`config.mk`:
```
export PLATFORM = sky130hd
export DESIGN_NAME = imager_rx
export DESIGN_NICKNAME = d
export VERILOG_FILES = /design/src/rtl/imager_rx.sv
export SDC_FILE = /design/constraint.sdc
export NUM_CORES = 1
export LEC_CHECK = 0
export CORE_MARGIN = 3
export CORE_UTILIZATION = 55
export CTS_CLUSTER_SIZE = 8
export DETAILED_ROUTE_END_ITERATION = 6
export MAX_ROUTING_LAYER = met4
export PLACE_DENSITY = 0.84
export SETUP_SLACK_MARGIN = 0.3
export SKIP_CTS_REPAIR_TIMING = 1
export SLEW_MARGIN = 5
export SYNTH_ARGS = -nofsm -noshare
export SYNTH_HDL_FRONTEND = slang
export SYNTH_SLANG_ARGS = --single-unit
```
`constraint.sdc`:
```
create_clock -name clk_in -period 3.8 [get_ports clk_in]
set_input_delay 0.57 -clock clk_in [delete_from_list [all_inputs] [get_ports clk_in]]
set_output_delay 0.57 -clock clk_in [all_outputs]
set_load 0.005 [all_outputs]
```
`src/rtl/imager_rx.sv`:
```
// Imager capture front-end: parses the 16-byte geometry header, packs R,G,B bytes
// into tagged pixels and queues them in a small FIFO for the downstream pipeline.
module imager_rx #(
  parameter int FIFO_DEPTH = 4,
  parameter int CW         = 16
) (
  input  logic          clk_in,
  input  logic          rst_n,
  input  logic          hd,
  input  logic          vd,
  input  logic          pxq,
  input  logic [7:0]    din,
  input  logic          enable,
  output logic          out_valid,
  input  logic          out_ready,
  output logic [23:0]   rgb_out,
  output logic [CW-1:0] x_out,
  output logic [CW-1:0] y_out,
  output logic          sof,
  output logic          eol,
  output logic          eof,
  output logic [31:0]   width,
  output logic [31:0]   height,
  output logic          frame_done,
  output logic          overflow,
  output logic          sync_err
);

  localparam int AW = $clog2(FIFO_DEPTH);
  localparam int EW = 24 + 2 * CW + 3;

  typedef enum logic [1:0] {S_IDLE, S_HDR, S_PIX} state_t;

  state_t        state_q;
  logic [3:0]    hcnt_q;
  logic [119:0]  hdr_q;
  logic [31:0]   width_q, height_q;
  logic [1:0]    ph_q;
  logic [31:0]   col_q, row_q;
  logic          first_q, resync_q;
  logic [7:0]    r_q, g_q;
  logic          frame_done_q, overflow_q, sync_err_q;

  logic [EW-1:0] mem_q [FIFO_DEPTH];
  logic [AW-1:0] wr_ptr_q, rd_ptr_q;
  logic [AW:0]   count_q;

  logic [31:0]   x_low, x_high, y_low, y_high, width_d, height_d;
  logic          last_col, last_row, pix_fire, pop, full, push, drop, hd_expected;
  logic [EW-1:0] push_word;

  // Header bytes shift in from the top, so byte 0 lands in the low byte after 15 shifts.
  assign x_low    = hdr_q[31:0];
  assign x_high   = hdr_q[63:32];
  assign y_low    = hdr_q[95:64];
  assign y_high   = {din, hdr_q[119:96]};
  assign width_d  = x_high - x_low;
  assign height_d = y_high - y_low;

  assign last_col    = (col_q == width_q - 32'd1);
  assign last_row    = (row_q == height_q - 32'd1);
  assign hd_expected = (ph_q == 2'd0) && (col_q == 32'd0);
  assign pix_fire    = (state_q == S_PIX) && pxq && !first_q && !resync_q &&
                       !vd && !hd && (ph_q == 2'd2);

  assign out_valid = (count_q != '0);
  assign pop       = out_valid && out_ready;
  assign full      = (count_q == (AW+1)'(FIFO_DEPTH));
  assign push      = pix_fire && (!full || pop);
  assign drop      = pix_fire && full && !pop;
  assign push_word = {r_q, g_q, din, col_q[CW-1:0], row_q[CW-1:0],
                      (col_q == 32'd0) && (row_q == 32'd0), last_col, last_col && last_row};

  assign {rgb_out, x_out, y_out, sof, eol, eof} = mem_q[rd_ptr_q];
  assign width      = width_q;
  assign height     = height_q;
  assign frame_done = frame_done_q;
  assign overflow   = overflow_q;
  assign sync_err   = sync_err_q;

  always_ff @(posedge clk_in or negedge rst_n) begin
    if (!rst_n) begin
      state_q      <= S_IDLE;
      hcnt_q       <= '0;
      hdr_q        <= '0;
      width_q      <= '0;
      height_q     <= '0;
      ph_q         <= '0;
      col_q        <= '0;
      row_q        <= '0;
      first_q      <= 1'b0;
      resync_q     <= 1'b0;
      r_q          <= '0;
      g_q          <= '0;
      frame_done_q <= 1'b0;
      overflow_q   <= 1'b0;
      sync_err_q   <= 1'b0;
    end else begin
      frame_done_q <= 1'b0;
      if (drop) overflow_q <= 1'b1;
      case (state_q)
        S_IDLE: begin
          if (pxq) begin
            if (vd || hd) begin
              sync_err_q <= 1'b1;
            end else if (enable) begin
              hdr_q      <= {din, hdr_q[119:8]};
              hcnt_q     <= 4'd1;
              state_q    <= S_HDR;
              sync_err_q <= 1'b0;
              overflow_q <= 1'b0;
            end
          end
        end
        S_HDR: begin
          if (pxq) begin
            if (vd || hd) begin
              sync_err_q <= 1'b1;
              state_q    <= S_IDLE;
            end else if (hcnt_q == 4'd15) begin
              width_q  <= width_d;
              height_q <= height_d;
              ph_q     <= '0;
              col_q    <= '0;
              row_q    <= '0;
              first_q  <= 1'b1;
              resync_q <= 1'b0;
              if (width_d == 32'd0 || height_d == 32'd0) begin
                sync_err_q <= 1'b1;
                state_q    <= S_IDLE;
              end else begin
                state_q <= S_PIX;
              end
            end else begin
              hdr_q  <= {din, hdr_q[119:8]};
              hcnt_q <= hcnt_q + 4'd1;
            end
          end
        end
        S_PIX: begin
          if (pxq) begin
            if (first_q ? !(vd && hd) : vd) begin
              sync_err_q <= 1'b1;
              state_q    <= S_IDLE;
            end else if (first_q) begin
              r_q     <= din;
              ph_q    <= 2'd1;
              first_q <= 1'b0;
            end else if (resync_q) begin
              // Bytes are dropped until the imager marks a line start; row is kept.
              if (hd) begin
                r_q      <= din;
                ph_q     <= 2'd1;
                col_q    <= '0;
                resync_q <= 1'b0;
              end
            end else if (hd != hd_expected) begin
              sync_err_q <= 1'b1;
              col_q      <= '0;
              if (hd) begin
                r_q  <= din;
                ph_q <= 2'd1;
              end else begin
                ph_q     <= 2'd0;
                resync_q <= 1'b1;
              end
            end else begin
              case (ph_q)
                2'd0: begin
                  r_q  <= din;
                  ph_q <= 2'd1;
                end
                2'd1: begin
                  g_q  <= din;
                  ph_q <= 2'd2;
                end
                default: begin
                  ph_q <= 2'd0;
                  if (last_col) begin
                    col_q <= '0;
                    if (last_row) begin
                      frame_done_q <= 1'b1;
                      state_q      <= S_IDLE;
                    end else begin
                      row_q <= row_q + 32'd1;
                    end
                  end else begin
                    col_q <= col_q + 32'd1;
                  end
                end
              endcase
            end
          end
        end
        default: state_q <= S_IDLE;
      endcase
    end
  end

  always_ff @(posedge clk_in or negedge rst_n) begin
    if (!rst_n) begin
      for (int i = 0; i < FIFO_DEPTH; i++) mem_q[i] <= '0;
      wr_ptr_q <= '0;
      rd_ptr_q <= '0;
      count_q  <= '0;
    end else begin
      if (push) begin
        mem_q[wr_ptr_q] <= push_word;
        wr_ptr_q        <= wr_ptr_q + AW'(1);
      end
      if (pop) rd_ptr_q <= rd_ptr_q + AW'(1);
      case ({push, pop})
        2'b10:   count_q <= count_q + (AW+1)'(1);
        2'b01:   count_q <= count_q - (AW+1)'(1);
        default: count_q <= count_q;
      endcase
    end
  end

endmodule

```
==> flow_metrics.env <==
export IMPL_synthAdderAreaFrac=0.0366
export IMPL_tightestPinTransition_ns=0.806
export IMPL_crit_slowest_cell="or4_4"
export IMPL_io_pins=142
export IMPL_holdPathStages=2
export IMPL_drv_cap=0
export IMPL_hold_viol_final=0
export IMPL_synth_edff_count=0
export IMPL_cp_start_kind="register"
export IMPL_failed_checks="setup timing"
export IMPL_drive_above_1_share=0.296
export IMPL_grt_pass1_vias=24000
export IMPL_ys_ff_latch=520
export IMPL_overflow=0
export IMPL_grt_max_degree=124
export IMPL_dieHeight_um=234
export IMPL_crit_required_ns=4.27
export IMPL_fin_nets=3225
export IMPL_antenna_found_initial=2
export IMPL_clk_pin_slew_ns=0.05
export IMPL_wl_per_cell_um=22.8
export IMPL_setup_viol=40
export IMPL_worstPathMaxFanout=7
export IMPL_synth_top_area_share=0.454
export IMPL_insertion_delay_ns=0.61
export IMPL_cts_sinks=520
export IMPL_synth_nets=2844
export IMPL_finalCritPeriodShare=1.15
export IMPL_status="complete, but fails checks"
export IMPL_cts_tree="done"
export IMPL_fin_crit_ns=4.37
export IMPL_placed_cells=3713
export IMPL_crit_top_cell="or4_4"
export IMPL_numCtsBuffers=75
export IMPL_synth_simple_area_share=0.137
export IMPL_port_buffers=141
export IMPL_synthTopCellsByArea="dfrtp_1, mux2_2, mux4_2, o21ai_0, nand2_1"
export IMPL_syn_area_um2=28700
export IMPL_grtUsageTotal=0.311
export IMPL_hold_path_startpoint="hdr_q[15]"
export IMPL_htreeDepth=3
export IMPL_cts_root_buf="clkbuf_16"
export IMPL_syn_inst=2747
export IMPL_max_clock_freq_mhz=229
export IMPL_r2r_slack_ns=-0.57
export IMPL_end_kind="register"
export IMPL_dpl_worst_slack_ns=-0.478
export IMPL_yosys_warnings=0
export IMPL_final_core_util=0.698
export IMPL_clock_path_buffers=3
export IMPL_design_core_area_um2=51400
export IMPL_synth_largest_area_cell="dfrtp_1"
export IMPL_finClkSkew_ns=0.0216
export IMPL_hpwl_um=59100
export IMPL_die_w_um=234
export IMPL_start_util=0.557
export IMPL_worstPathArrival_ns=4.84
export IMPL_hold_slack_ns=0.478
export IMPL_dr_pass1_iters=7
export IMPL_fin_area_um2=35900
export IMPL_placed_area_um2=32900
export IMPL_gp_congestion=0.928
export IMPL_cpPeakStageDelay_ns=0.53
export IMPL_slew_headroom=0.461
export IMPL_drt_wl_total_um=87000
export IMPL_cp_cell_sequence="or4_4 -> or3_4 -> nor4_2 -> a31oi_1 -> or4_1 -> or4_4 -> or4_4 -> buf_6 -> a31oi_4 -> clkbuf_16 -> nor3b_1 -> xnor2_1 -> nor2_1"
export IMPL_row_count=83
export IMPL_ff2ff_path_depth=13
export IMPL_stdcell_count=3822
export IMPL_avgSynthCellArea_um2=10.4
export IMPL_reg2reg_to="row_q[9]"
export IMPL_r2r_start="height[11]"
export IMPL_drv_slew=0
export IMPL_drt_iter0_markers=2174
export IMPL_layout_setup_ws_ns=-0.570
export IMPL_synth_top_family_by_area="multiplexers"
export IMPL_ys_types=88
export IMPL_area_delta_synth_final_pct=25.3
export IMPL_rsz0062_at_grt="yes"
export IMPL_routed_via_density=6.32
export IMPL_drtAntennaViolNets=0
export IMPL_drc_errors=0
export IMPL_ys_flop_type="dfrtp_1"
export IMPL_async_reset_ff_frac=1.00
export IMPL_die_area_um2=54900
export IMPL_p_leak_uw=0.0167
export IMPL_vdd_drop_max_uv=507
export IMPL_seq_area_frac_synth=0.454
export IMPL_hp_class="reg -> reg"
export IMPL_synth_mux_area_frac=0.168
export IMPL_worstSetupPathType="reg -> reg"
export IMPL_grt_pass1_wl_um=131000
export IMPL_vias=24100
export IMPL_synth_xor_area_share=0.0492
export IMPL_synth_compound_area_frac=0.117
export IMPL_hold_end="hdr_q[15]"
export IMPL_p_per_area_nw_per_um2=811
-- power breakdown --
| group | internal (uW) | switching (uW) | total (uW) | leakage [uW] |
|---|---|---|---|---|
| Clock | 3600 | 2380 | 5980 | 0.000993 |
| Combinational | 7380 | 8850 | 16200 | 0.00855 |
| Sequential | 6220 | 676 | 6900 | 0.00713 |
| Total | 17200 | 11900 | 29100 | 0.0167 |
-- Yosys cell counts, types with 65 or more instances --
| cell type | number |
|---|---|
| dfrtp_1 | 520 |
| mux2_2 | 300 |
| nand2_1 | 287 |
| o21ai_0 | 260 |
| clkbuf_1 | 134 |
| nor2_1 | 116 |
| inv_1 | 110 |
| a21oi_1 | 101 |
| xnor2_1 | 91 |
| ha_1 | 79 |
| xor2_1 | 70 |
| nor3_1 | 65 |
-- sequential cells by signal, indices dropped and copies added (netlist names) --
signal / count
width: 32
hcnt_q: 4
hdr_q: 120
row_q: 32
wr_ptr_q: 2
r_q: 8
first_q: 1
overflow: 1
ph_q: 2
sync_err: 1
mem_q: 236
state_q: 2
count_q: 3
height: 32
col_q: 32
rd_ptr_q: 2
resync_q: 1
frame_done: 1
g_q: 8
-- logic make-up (layout without fill, tap and decap cells) --
group | after synthesis | count (layout)
AND/OR/NAND/NOR | 782 | 782
multiplexers | 370 | 370
other | 0 | 2
flip-flops | 520 | 520
adder cells (fa/ha/maj) | 82 | 82
buffers and inverters | 278 | 671
AO/OA/AOI/OAI | 554 | 554
XOR/XNOR | 161 | 161
-- worst max-delay path by stage --
stage,to,from
after floorplan,state_q[0],height[12]
after global routing,row_q[5],height[11]
after CTS,row_q[12],height[12]
final,row_q[9],height[11]
after detailed placement,row_q[12],height[12]
after global placement,row_q[8],height[12]
-- per-stage QoR --
| step | total power [uW] | setup TNS, ns |
|---|---|---|
| 3_5_place_dp | 22100 | -14.81 |
| 5_1_grt | 30800 | -17.51 |
| 2_1_floorplan | 16000 | -7.26 |
| 6_report | 29100 | -13.62 |
| 3_3_place_gp | 21800 | -9.58 |
| 4_1_cts | 28200 | -16.71 |
-- cell type report --
cell class	instances	area, um^2
clock inverter	6	63.8
tap	680	851
sequential	520	13000
clock buffer	83	1960
timing repair buffer	472	4260
fill	3492	15500
multi-input combinational	1949	15300
antenna	2	5.00
inverter	110	413
-- layout by cell type (no fill, tap or decap), drive strengths merged, types with 40 or more instances in the layout --
cell,Yosys,layout
a21oi,101,101
buf,34,327
clkbuf,134,87
clkdlybuf4s50,0,140
dfrtp,520,520
ha,79,79
inv,110,113
mux2,301,301
mux4,59,59
nand2,288,288
nand3,59,59
nand4,40,40
nor2,116,116
nor3,66,66
o21ai,261,261
xnor2,91,91
xor2,70,70
-- routing by layer --
metal | part of all wire | vias to the layer above | track usage
li1 | - | 10700 | -
met1 | 0.40 | 12000 | 0.403
met2 | 0.48 | 1198 | 0.488
met3 | 0.073 | 326 | 0.0468
met4 | 0.046 | 0 | 0.136
met5 | 0 | - | -
-- worst max-delay path: cells and delay by family, from the launching register on --
kind / cells / cell delay [ns]
and+or+nand+nor: 8 / 2.86
xor gates and xnor gates: 1 / 0.26
buffers and inverters: 2 / 0.37
AOI/OAI and AO/OA: 2 / 0.36
DFF: 1 / 0.40
No activity file was read; power rests on OpenSTA's default activity.
